### config.mk
export PLATFORM = sky130hd
export DESIGN_NAME = trap_sched
export DESIGN_NICKNAME = d
export VERILOG_FILES = /design/src/rtl/trap_sched.sv
export SDC_FILE = /design/constraint.sdc
export NUM_CORES = 1
export LEC_CHECK = 0
export BUFFER_PORTS_ARGS = -buffer_cell sky130_fd_sc_hd__buf_4
export CAP_MARGIN = 20
export CORE_AREA = 4 4 206 208
export DETAILED_ROUTE_END_ITERATION = 10
export DIE_AREA = 0 0 210 212
export PLACE_DENSITY = 0.41
export SKIP_LAST_GASP = 1
export SYNTH_ARGS = -nofsm -noshare
export SYNTH_HDL_FRONTEND = slang
export SYNTH_SLANG_ARGS = --single-unit
export TNS_END_PERCENT = 100
### constraint.sdc
create_clock -name clk -period 2.1 [get_ports clk]
set_clock_uncertainty 0.05 [all_clocks]
set_input_delay 0.525 -clock clk [delete_from_list [all_inputs] [get_ports clk]]
set_output_delay 0.525 -clock clk [all_outputs]
set_load 0.1 [all_outputs]
### src/rtl/trap_sched.sv
// Machine-mode trap entry sequencer: prioritises exceptions and interrupts, drains the
// pipeline, then issues a single-cycle trap command with cause, tval and epc.
module trap_sched #(
  parameter int unsigned XLEN      = 64,
  parameter int unsigned FLUSH_TMO = 255
) (
  input  logic            clk,
  input  logic            rst_n,
  input  logic            exc_valid_i,
  input  logic [3:0]      exc_cause_i,
  input  logic [XLEN-1:0] exc_tval_i,
  input  logic [XLEN-1:0] exc_pc_i,
  input  logic            retire_valid_i,
  input  logic [XLEN-1:0] next_pc_i,
  input  logic            mstatus_mie_i,
  input  logic [XLEN-1:0] mie_i,
  input  logic            msip_i,
  input  logic            mtip_i,
  input  logic            meip_i,
  output logic            flush_req_o,
  input  logic            flush_ack_i,
  output logic            stall_o,
  output logic            trap_valid_o,
  output logic [XLEN-1:0] trap_cause_o,
  output logic [XLEN-1:0] trap_tval_o,
  output logic [XLEN-1:0] trap_epc_o,
  output logic [XLEN-1:0] mip_o
);

  localparam logic [7:0] TmoMax = 8'(FLUSH_TMO);

  typedef enum logic [1:0] {StIdle, StDrain, StTake, StSettle} state_e;

  state_e            state_q, state_d;
  logic [XLEN-1:0]   cause_q, cause_d;
  logic [XLEN-1:0]   tval_q, tval_d;
  logic [XLEN-1:0]   epc_q, epc_d;
  logic [7:0]        tmo_q, tmo_d;

  logic [XLEN-1:0]   pend;
  logic              int_ok;
  logic [3:0]        int_code;
  logic [XLEN-1:0]   int_cause;
  logic [XLEN-1:0]   exc_cause_ext;

  always_comb begin
    mip_o     = '0;
    mip_o[3]  = msip_i;
    mip_o[7]  = mtip_i;
    mip_o[11] = meip_i;
  end

  assign pend   = mip_o & mie_i;
  assign int_ok = mstatus_mie_i & (|pend);

  // MEI > MSI > MTI
  always_comb begin
    if (pend[11]) begin
      int_code = 4'd11;
    end else if (pend[3]) begin
      int_code = 4'd3;
    end else begin
      int_code = 4'd7;
    end
  end

  assign int_cause     = {1'b1, {(XLEN-5){1'b0}}, int_code};
  assign exc_cause_ext = {{(XLEN-4){1'b0}}, exc_cause_i};

  always_comb begin
    state_d = state_q;
    cause_d = cause_q;
    tval_d  = tval_q;
    epc_d   = epc_q;
    tmo_d   = tmo_q;
    unique case (state_q)
      StIdle: begin
        if (exc_valid_i) begin
          cause_d = exc_cause_ext;
          tval_d  = exc_tval_i;
          epc_d   = exc_pc_i;
          tmo_d   = '0;
          state_d = StDrain;
        end else if (int_ok && retire_valid_i) begin
          cause_d = int_cause;
          tval_d  = '0;
          epc_d   = next_pc_i;
          tmo_d   = '0;
          state_d = StDrain;
        end
      end
      StDrain: begin
        // An exception from an older instruction displaces a latched interrupt only.
        if (exc_valid_i && cause_q[XLEN-1]) begin
          cause_d = exc_cause_ext;
          tval_d  = exc_tval_i;
          epc_d   = exc_pc_i;
        end
        if (tmo_q != TmoMax) begin
          tmo_d = tmo_q + 8'd1;
        end
        if (flush_ack_i || (tmo_q == TmoMax)) begin
          state_d = StTake;
        end
      end
      StTake:   state_d = StSettle;
      StSettle: state_d = StIdle;
      default:  state_d = StIdle;
    endcase
  end

  always_ff @(posedge clk or negedge rst_n) begin
    if (!rst_n) begin
      state_q <= StIdle;
      cause_q <= '0;
      tval_q  <= '0;
      epc_q   <= '0;
      tmo_q   <= '0;
    end else begin
      state_q <= state_d;
      cause_q <= cause_d;
      tval_q  <= tval_d;
      epc_q   <= epc_d;
      tmo_q   <= tmo_d;
    end
  end

  assign flush_req_o  = (state_q == StDrain);
  assign stall_o      = (state_q != StIdle);
  assign trap_valid_o = (state_q == StTake);
  assign trap_cause_o = cause_q;
  assign trap_tval_o  = tval_q;
  assign trap_epc_o   = epc_q;

endmodule

# Word-level counts from Yosys, hierarchy flattened
# Cells that the tools add are included.
[word_totals] reg_bits=202 latch_bits=0 ram_bits=0 mem_bits_ro=0 input_bits=269 output_inout_bits=259 elab_cells=49 memories=0
[op_classes] add_sub_neg=1 n_mul=0 n_div=0 magnitude_cmp=0 n_eq_ne=9 n_shift=0 mux=22 n_bitwise=2 reduce_logical=10
[op_table] op="64-bit 2-to-1 mux" n=9
[op_table] op="64-bit case mux with 2 select lines" n=3
[op_table] op="12-bit by 64-bit AND with 64-bit output" n=1
[op_table] op="64-bit OR reduction" n=1
[op_table] op="8-bit 2-to-1 mux" n=3
[op_table] op="8-bit case mux with 2 select lines" n=1
[op_table] op="8-bit by 1-bit adder with 8-bit output (second input constant)" n=1
[op_table] op="8-bit == test (second input constant)" n=1
[op_table] op="8-bit != test (second input constant)" n=1
[op_table] op="2-bit case mux with 4 select lines" n=1
[op_table] op="2-bit 2-to-1 mux" n=3
[op_table] op="2-bit by 1-bit != test with 1-bit output (second input constant)" n=3
[op_table] op="3-bit AND reduction" n=2
[op_table] op="2-bit == test (second input constant)" n=2
[op_table] op="4-bit 2-to-1 mux" n=1
[op_table] op="2-bit nonzero test" n=2
[op_table] op="3-bit 2-to-1 mux" n=1
[op_table] op="3-bit != test (second input constant)" n=1
[op_table] op="2-bit by 1-bit == test with 1-bit output (second input constant)" n=1
[op_table] op="1-bit logical AND" n=2
[op_table] op="2-bit zero test" n=1
[op_table] op="2-bit AND reduction" n=1
[op_table] op="1-bit AND" n=1
[op_table] op="1-bit logical OR" n=1

# Logic depth before layout (Yosys ltp)
# Gate-level depths: netlist of run 1.
[depth] ltp_word=7 mapped_depth=9

# Least setup slack after synthesis of run 1
# No wires, ideal clock.
[synth_timing] path_type="flip-flop to flip-flop" from="register state_q[1]" to="register cause_q[3], in the netlist trap_cause_o[3]" arrival_ps=2578 required_time_ps=1925 path_slack_ps=-653 stages_incl_launch_ff=9 n_path_buf=3 period_less_slack_ps=2753 cell_sequence="dfrtp_1 -> inv_1 -> ha_1 -> or2_2 -> clkbuf_1 -> clkbuf_1 -> clkbuf_1 -> o21ai_0 -> mux2_2"
[synth_via] elab_chain_len=3
[synth_lines] item="start: declaration" line_no="34" rtl="state_e state_q, state_d;"
[synth_lines] item="start signal: assignment" line_no="114" rtl="state_q <= StIdle;"
[synth_lines] item="start signal: assignment" line_no="120" rtl="state_q <= state_d;"
[synth_lines] item="2-bit by 1-bit == test with 1-bit output (*)"
[synth_lines] item="via flush_req_o" line_no="20" rtl="output logic flush_req_o,"
[synth_lines] item="2-bit by 1-bit != test with 1-bit output (no line) / 2-bit nonzero test (equally long branches)"
[synth_lines] item="3-bit AND reduction (no line)"
[synth_lines] item="end signal: assignment" line_no="121" rtl="cause_q <= cause_d;"
[synth_lines] item="end: declaration" line_no="35" rtl="logic [XLEN-1:0] cause_q, cause_d;"
# Mark *: on every way through the listed nets, which the timed path passes. The rest lies on a longest branch.
# A chain may end at the register's enable or synchronous reset.

# Worst setup path after layout of run 1
[layout_timing] from="register state_q[1]" to="output port stall_o"
[layout_via] elab_chain_len=1
[layout_lines] item="2-bit nonzero test" line_no="129" rtl="assign stall_o = (state_q != StIdle);"
[layout_lines] item="end: declaration" line_no="22" rtl="output logic stall_o,"
# Every way passes these cells.

==> impl_metrics.csv, run 1 <==
group,metric,value,unit
synthesis,synth_edf_count,0,
clocking,cts_tree,"yes",
floorplan,core-area,40600,µm²
grt,antenna_found_initial,0,
worst_setup_path,crit_type,"flop to output port",
layout,fillers,4365,
layout,nets,1499,
run,timing.max_cap.violations,0,
worst_setup_path,critPathRequiredTime,1.52,ns
sta,rsz0062_at_grt,"yes",
grt,use_met3,4.07,%
drt,routedWlPerCell,14.5,µm
worst_setup_path,crit_path_start_kind,"flop",
drt,antenna_left,0,
layout,drive_gt1_share,41.4,%
drt,vias_per_cell,3.66,
grt,met1_usage,13.0,%
clocking,worstSkewPairLatency,0.43,ns
floorplan,row_count,74,
sta,worstMarginPinSlew,0.525,ns
run_status,status,"finished, final reports clean",
place,gp_congestion,0.815,
sta,hold-worst-slack,0.290,ns
sta,fin_crit,2.05,ns
floorplan,die_h,212,µm
worst_setup_path,critPathArrivalTime,1.48,ns
grt,gr-usage-all-layers,11.0,%
floorplan,ioPinCount,528,
clocking,h-tree-depth,4,
sta,fin_setup_tns,0,ns
place,dp_hpwl,20.2,mm
place,placedCellCount,1727,
synthesis,ys_types,42,
floorplan,die_area,44500,µm²
clocking,clk_pin_slew,0.06,ns
layout,design_area,11700,µm²
place,placed_cell_area,11000,µm²
synthesis,ys_warn_count,0,
grt,use_met2,18.5,%
synthesis,seq_area_frac_synth,45.2,%
grt,top_usage_layer,"met2",
synthesis,synth-seq-cells,143,
grt,first_global_vias,6552,
clocking,clkSinkCount,143,
layout,diodes,0,
grt,grt_pass1_wl,37.8,mm
drt,drcViolationCount,0,
layout,area_growth,48.4,%
synthesis,postSynthAreaPerCell,9.44,µm²
sta,hold_viol,0,
worst_setup_path,crit_path_max_fanout,3,
sta,max_freq,488,MHz
hold_path,min_path_type,"input port to flop",
sta,slew_viol_final,0,
synthesis,synthesis.area,7910,µm²
drt,first_pass_iters,7,
clocking,cts_max_path_buffers,2,
sta,relSlewSlack,65.0,%
sta,setup_viol,0,
drt,wl,25.6,mm
drt,drtIter0Drc,239,
place,io_buffers,346,
layout,instances_no_fill,1768,
synthesis,syn_inst,838,
grt,overflow,0,
drt,num_vias,6476,
worst_setup_path,end_kind,"output port",
clocking,cts_buffers,17,
synthesis,ys.flop_type,"dfrtp_1",
synthesis,async_flop_share,100,%
floorplan,initial_core_util,19.5,%
clocking,root_buffer,"clkbuf_16",
grt,grt_max_degree,46,
floorplan,dieWidth,210,µm
sta,fin_crit_sh,97.6,%
registers in the layout, indices dropped and copies added, names as in the netlist:
| register | flops |
|---|---|
| state_q | 2 |
| tmo_q | 8 |
| trap_cause_o | 5 |
| trap_epc_o | 64 |
| trap_tval_o | 64 |
cells by family (layout without fill, tap and decap cells):
| kind of cell | after synthesis | in the layout | synth area share (%) |
|---|---|---|---|
| other | 1 | 120 | 0.0474 |
| DFF | 143 | 143 | 45.2 |
| and+or+nand+nor | 293 | 293 | 14.4 |
| AOI/OAI and AO/OA | 27 | 27 | 2.56 |
| muxes | 135 | 135 | 18.5 |
| adders and majority gates | 5 | 5 | 0.791 |
| buffers and inverters | 234 | 513 | 18.4 |
worst max-delay path, cell delays in order (launching register included):
cell and delay (ns):
dfrtp_1 0.39, inv_2 0.10, ha_4 0.15, clkinvlp_4 0.11, buf_6 0.14, buf_12 0.15
path summary, 6_finish.rpt:
check,startpoint,to,slack (ns),depth (start not counted)
setup / recovery,state_q[1]$_DFFE_PN0P_,stall_o,0.05,5
hold / removal,exc_tval_i[46],trap_tval_o[46]$_DFFE_PN0P_,0.29,3
setup reg to reg,state_q[1]$_DFFE_PN0P_,trap_epc_o[47]$_DFFE_PN0P_,0.07,7
hold reg to reg,trap_epc_o[60]$_DFFE_PN0P_,trap_epc_o[60]$_DFFE_PN0P_,0.44,1
max in group asynchronous,rst_n,trap_tval_o[45]$_DFFE_PN0P_,0.88,3
min in group asynchronous,rst_n,trap_epc_o[15]$_DFFE_PN0P_,0.56,2
cells in the mapped netlist, types with 4 or more instances:
| cell | n | share of area [%] |
|---|---|---|
| ha_1 | 5 | 0.79 |
| mux2i_1 | 69 | 8.7 |
| buf_6 | 6 | 0.85 |
| mux2_1 | 4 | 0.57 |
| dfrtp_1 | 143 | 45 |
| inv_1 | 73 | 3.5 |
| buf_4 | 129 | 12 |
| mux2_4 | 9 | 1.7 |
| nand3_1 | 4 | 0.25 |
| nand2_1 | 265 | 13 |
| nor2_1 | 10 | 0.47 |
| clkbuf_1 | 19 | 0.90 |
| a21oi_1 | 6 | 0.38 |
| mux2_2 | 53 | 7.5 |
placed cells by master, fill, tap and decap left out, types with 3 or more instances in the layout:
cell type / synthesis / final
clkinv_2: 0 / 4
clkinvlp_4: 0 / 5
clkbuf_16: 0 / 17
mux2i_1: 69 / 69
nor2_1: 10 / 9
buf_4: 129 / 392
ha_1: 5 / 3
a21oi_1: 6 / 6
buf_6: 6 / 5
mux2_4: 9 / 10
inv_1: 73 / 70
conb_1: 1 / 120
mux2_1: 4 / 3
nand2_1: 265 / 265
nand3_1: 4 / 4
nor4_1: 3 / 3
buf_12: 3 / 12
mux2_2: 53 / 53
dfrtp_1: 143 / 143
a211o_1: 3 / 3
bufinv_16: 0 / 4
metal layers:
layer | part of all wire [%] | vias to the layer above | wire length [µm]
met5 | 0 | - | 0
met1 | 41 | 3040 | 10400
li1 | - | 3173 | -
met3 | 8.1 | 18 | 2080
met4 | 1.6 | 0 | 401
met2 | 50 | 245 | 12700
metrics by stage:
stage | util [%] | setup WS (ns)
finish | 29.0 | 0.0497
global route | 29.0 | -0.0483
CTS | 28.9 | 0.00324
detailed placement | 27.2 | -0.209
global placement | 27.2 | -0.166
floorplan | - | -0.367
cell type report:
type,instances,area [µm²],area share [%]
clock buffers,18,429,3.65
clock inverters,12,170,1.45
repair buffers,410,3250,27.7
flip-flops and latches,143,3580,30.5
multi-input cells,580,3370,28.7
inverters,73,278,2.37
well taps,532,666,5.67
timing repair:
item	4_1_cts	5_1_grt
setup buffers	7	3
resized for setup	8	2
hold endpoints to repair	23	0
pin swaps	1	0
endpoints found under the setup margin	25	89
hold buffers	1	0
Power of run 1 is left out: the tool's default activity adds up to more than one toggle a clock period on the data nets, which glitch-free logic cannot reach.
==> run 2, diff against run 1 <==
--- a/config.mk
+++ b/config.mk
@@ -8,6 +8,7 @@
 export BUFFER_PORTS_ARGS = -buffer_cell sky130_fd_sc_hd__buf_4
 export CAP_MARGIN = 20
 export CORE_AREA = 4 4 206 208
+export CTS_BUF_LIST = sky130_fd_sc_hd__clkbuf_2 sky130_fd_sc_hd__clkbuf_4 sky130_fd_sc_hd__clkbuf_8
 export DETAILED_ROUTE_END_ITERATION = 10
 export DIE_AREA = 0 0 210 212
 export PLACE_DENSITY = 0.41
==> impl_metrics.csv, run 2 (synthesis gave the netlist of run 1 again) <==
group,metric,value,unit
run_status,status,"complete, but fails checks",
run_status,violations,"setup timing",
layout,instances_no_fill,1786,
grt,first_global_vias,6548,
clocking,root_buffer,"clkbuf_8",
floorplan,die_area,44500,µm²
sta,worst_slack,-0.00993,ns
place,post-place-ws,-0.209,ns
drt,first_pass_iters,7,
floorplan,dieWidth,210,µm
clocking,clkSinkCount,143,
place,placed_cell_area,11000,µm²
floorplan,die_h,212,µm
drt,vias_per_cell,3.68,
layout,design_area,12000,µm²
worst_setup_path,path_cells,"inv_2 > ha_4 > clkinvlp_4 > buf_6 > buf_12",
worst_setup_path,crit_cells,5,
sta,fin_crit,2.11,ns
sta,rsz0062_at_grt,"yes",
hold_path,whs_path_depth,3,
drt,top_layer,"met4",
sta,hold_viol,0,
worst_setup_path,critPathRequiredTime,1.52,ns
sta,hold-worst-slack,0.249,ns
sta,worstMarginPinSlew,0.530,ns
drt,antenna_left,0,
drt,wl_met1,11.0,mm
grt,overflow,0,
drt,routedWlPerCell,15.0,µm
clocking,h-tree-depth,4,
layout,layout_common_cells,"buf_4 (388), nand2_1 (265), dfrtp_1 (143)",
worst_setup_path,path_delay_family,"buffers and inverters",
worst_setup_path,critPathArrivalTime,1.53,ns
clocking,cts_max_path_buffers,2,
layout,nets,1517,
worst_setup_path,crit_path_max_fanout,3,
grt,antenna_found_initial,0,
drt,drtIter0Drc,224,
hold_path,min_path_type,"input port to flop",
sta,relSlewSlack,64.7,%
drt,wl,26.8,mm
layout,final_common_cell,"buf_4",
layout,fillers,4354,
place,io_buffers,346,
clocking,cts_tree,"yes",
drt,dr_wl_met2,13.3,mm
clocking,cts_buffers,17,
clocking,worstSkewPairLatency,0.47,ns
run,timing.max_cap.violations,0,
floorplan,core-area,40600,µm²
place,gp_congestion,0.815,
floorplan,ioPinCount,528,
worst_setup_path,slowest_stage,"dfrtp_1",
place,placedCellCount,1727,
layout,area_growth,51.3,%
grt,grt_pass1_wl,37.8,mm
worst_setup_path,crit_path_start_kind,"flop",
floorplan,row_count,74,
sta,setup_viol,1,
worst_setup_path,crit_type,"flop to output port",
drt,num_vias,6574,
floorplan,initial_core_util,19.5,%
worst_setup_path,reg2reg_depth,9,
drt,drcViolationCount,0,
drt,wl_met3,2.12,mm
layout,drive_gt1_share,42.5,%
grt,gr-usage-all-layers,10.9,%
sta,max_freq,474,MHz
worst_setup_path,slowest_delay,0.40,ns
place,dp_hpwl,20.2,mm
layout,diodes,0,
worst_setup_path,crit_buf_inv,4,
sta,slew_viol_final,0,
clocking,clk_pin_slew,0.08,ns
worst_setup_path,end_kind,"output port",
sta,fin_crit_sh,100,%
grt,grt_max_degree,46,
==> run 2: changes by cell type in the layout (fill, tap and decap cells not counted), moves of 4 or more <==
cell | previous run | this run
clkbuf_8 | 0 | 17
buf_8 | 0 | 5
clkbuf_16 | 17 | 8
buf_12 | 12 | 16
buf_6 | 5 | 9
buf_4 | 392 | 388
==> run 2: layout make-up <==
cell class	instances	area, µm²	area share (%)
clock buffer	18	241	2.02
clock inverter	12	170	1.42
tap	532	666	5.56
timing repair buffer	428	3650	30.5
multi-input combinational	580	3390	28.3
sequential	143	3580	29.9
inverter	73	278	2.32
==> run 2: path summary, 6_finish.rpt <==
kind                                       startpoint                           to  slack [ns]
min in group asynchronous                       rst_n   trap_epc_o[15]$_DFFE_PN0P_        0.52
min reg2reg                trap_epc_o[61]$_DFFE_PN0P_   trap_epc_o[61]$_DFFE_PN0P_        0.45
max reg2reg                    state_q[1]$_DFFE_PN0P_  trap_cause_o[3]$_DFFE_PN0P_        0.01
max                            state_q[1]$_DFFE_PN0P_                      stall_o       -0.01
min                                     exc_tval_i[7]   trap_tval_o[7]$_DFFE_PN0P_        0.25
max in group asynchronous                       rst_n  trap_tval_o[45]$_DFFE_PN0P_        0.91
==> run 2: worst reg2reg max path, cell delays in order (launching register included) <==
cell	delay, ns
dfrtp_1	0.40
inv_2	0.11
ha_4	0.15
clkinvlp_4	0.11
a2111oi_4	0.27
a31o_4	0.20
buf_6	0.13
buf_12	0.10
clkbuf_16	0.14
mux2_2	0.32
==> run 2: routing by layer <==
metal  global-route usage, %  vias to the layer above
met1                    12.9                     3091
met5                       0                        -
met4                    3.49                        0
met2                    18.5                      252
li1                        -                     3215
met3                    4.03                       16
==> run 2: repair_timing <==
action                                 in CTS  in global routing
pin swaps                                   1                  1
buffers inserted                            8                 11
endpoints found under the hold margin      35                  0
hold buffers                                1                  0
setup endpoints to repair                  35                122
gates cloned                                0                  9
gates resized for setup                     9                 25
==> run 2: stage by stage <==
| step | utilization [%] | TNS [ns] |
|---|---|---|
| finish | 29.5 | -0.00993 |
| global route | 29.5 | -4.94 |
| CTS | 28.4 | -0.446 |
| detailed placement | 27.2 | -18.37 |
| global placement | 27.2 | -15.79 |
| floorplan | - | -33.71 |
Power of run 2 is left out for the same reason.
==> run 3, diff against run 2 <==
--- a/config.mk
+++ b/config.mk
@@ -7,11 +7,11 @@
 export LEC_CHECK = 0
 export BUFFER_PORTS_ARGS = -buffer_cell sky130_fd_sc_hd__buf_4
 export CAP_MARGIN = 20
-export CORE_AREA = 4 4 206 208
+export CORE_AREA = 4 4 203 205
 export CTS_BUF_LIST = sky130_fd_sc_hd__clkbuf_2 sky130_fd_sc_hd__clkbuf_4 sky130_fd_sc_hd__clkbuf_8
 export DETAILED_ROUTE_END_ITERATION = 10
-export DIE_AREA = 0 0 210 212
-export PLACE_DENSITY = 0.41
+export DIE_AREA = 0 0 207 209
+export PLACE_DENSITY = 0.42
 export SKIP_LAST_GASP = 1
 export SYNTH_ARGS = -nofsm -noshare
 export SYNTH_HDL_FRONTEND = slang
==> impl_metrics.csv, run 3 (synthesis gave the netlist of run 1 again) <==
group,metric,value,unit
layout,diodes,0,
sta,fin_crit_sh,101,%
clocking,cts_buffers,17,
drt,num_vias,6647,
grt,gr-usage-all-layers,11.1,%
worst_setup_path,critPathArrivalTime,2.42,ns
floorplan,die_h,209,µm
worst_setup_path,critPathRequiredTime,2.41,ns
drt,wl,28.7,mm
drt,drcViolationCount,0,
layout,final_common_cell,"buf_4",
floorplan,ioPinCount,528,
worst_setup_path,crit_path_start_kind,"flop",
grt,grt_max_degree,63,
run_status,status,"complete, but fails checks",
place,io_buffers,346,
sta,fin_setup_tns,-0.133,ns
drt,first_pass_iters,4,
floorplan,dieWidth,207,µm
drt,routedWlPerCell,16.1,µm
floorplan,die_area,43300,µm²
clocking,clkSinkCount,143,
floorplan,core-area,39500,µm²
clocking,root_buffer,"clkbuf_8",
clocking,worstSkewPairLatency,0.46,ns
sta,max_freq,472,MHz
layout,drive_gt1_share,42.4,%
run,timing.max_cap.violations,0,
hold_path,min_path_type,"input port to flop",
grt,first_global_vias,6539,
clocking,clk_pin_slew,0.09,ns
grt,overflow,0,
grt,antenna_found_initial,0,
layout,area_growth,54.8,%
clocking,cts_max_path_buffers,2,
clocking,h-tree-depth,4,
sta,slew_viol_final,0,
worst_setup_path,crit_type,"flop to flop",
place,dp_hpwl,19.3,mm
sta,fin_crit,2.12,ns
drt,drtIter0Drc,207,
floorplan,row_count,73,
layout,nets,1514,
sta,relSlewSlack,65.7,%
worst_setup_path,r2r_slack,-0.02,ns
drt,antenna_left,0,
run_status,violations,"setup timing",
worst_setup_path,crit_path_max_fanout,11,
sta,worst_slack,-0.0192,ns
worst_setup_path,end_kind,"flop",
grt,grt_pass1_wl,38.0,mm
layout,layout_common_cells,"buf_4 (371), nand2_1 (264), dfrtp_1 (143)",
clocking,cts_tree,"yes",
sta,rsz0062_at_grt,"yes",
sta,worstMarginPinSlew,0.515,ns
place,gp_congestion,0.775,
sta,setup_viol,12,
floorplan,initial_core_util,20.1,%
sta,hold_viol,0,
drt,vias_per_cell,3.74,
[run 3: changes by cell type in the layout (fill, tap and decap cells not counted), sizes merged]
| cell | delta |
|---|---|
| clkinv | -2 |
| or2 | +2 |
| inv | +1 |
| clkbuf | +10 |
| clkinvlp | -2 |
| buf | -11 |
[run 3: critical path, cell delays in order (launching register included)]
cell and delay [ns]:
dfrtp_1 0.37, inv_2 0.08, ha_4 0.17, buf_6 0.11
a2111oi_4 0.33, a31o_4 0.24, buf_4 0.15, clkbuf_16 0.17
mux2_2 0.34
[run 3: final cells by class]
cell class                 instances  area (µm²)
timing repair buffer             423        3780
fill                            4205       27200
multi-input combinational        582        3510
clock inverter                     9         158
clock buffer                      22         284
inverter                          73         278
sequential                       143        3580
tap                              525         657
[run 3: worst paths after layout]
path | from | to | cells past startpoint
max | state_q[1]$_DFFE_PN0P_ | trap_epc_o[7]$_DFFE_PN0P_ | 8
min | exc_tval_i[10] | trap_tval_o[10]$_DFFE_PN0P_ | 3
max reg2reg | state_q[1]$_DFFE_PN0P_ | trap_epc_o[7]$_DFFE_PN0P_ | 8
min reg2reg | trap_epc_o[62]$_DFFE_PN0P_ | trap_epc_o[62]$_DFFE_PN0P_ | 1
max in group asynchronous | rst_n | trap_tval_o[46]$_DFFE_PN0P_ | 3
min in group asynchronous | rst_n | trap_cause_o[2]$_DFFE_PN0P_ | 2
[run 3: stage by stage]
stage	hold slack (ns)	cell area, µm²	setup WS, ns	cells	utilization [%]
floorplan	0.179	8400	-0.367	957	-
global placement	0.422	10900	-0.166	1707	27.7
detailed placement	0.431	10900	-0.202	1707	27.7
CTS	0.178	11500	-0.0886	1745	29.1
global route	0.182	12300	-0.134	1777	31.0
finish	0.247	12300	-0.0192	1777	31.0
[run 3: per-layer routing]
metal  GRT usage [%]  routed length (µm)  part of all wire [%]  vias up
li1                -                   -                     -     3209
met1            12.8               12100                    42     3166
met2            19.1               14200                    49      256
met3            4.77                2130                   7.4       16
met4            2.92                 270                  0.94        0
met5               0                   0                     0        -
[run 3: timing repair]
item / CTS / global route
resized for setup: 14 / 57
hold buffers: 1 / 0
gates cloned: 0 / 21
setup endpoints to repair: 9 / 84
pin swaps: 2 / 0
buffers inserted: 6 / 11
hold endpoints to repair: 31 / 0
Power of run 3 is left out for the same reason.
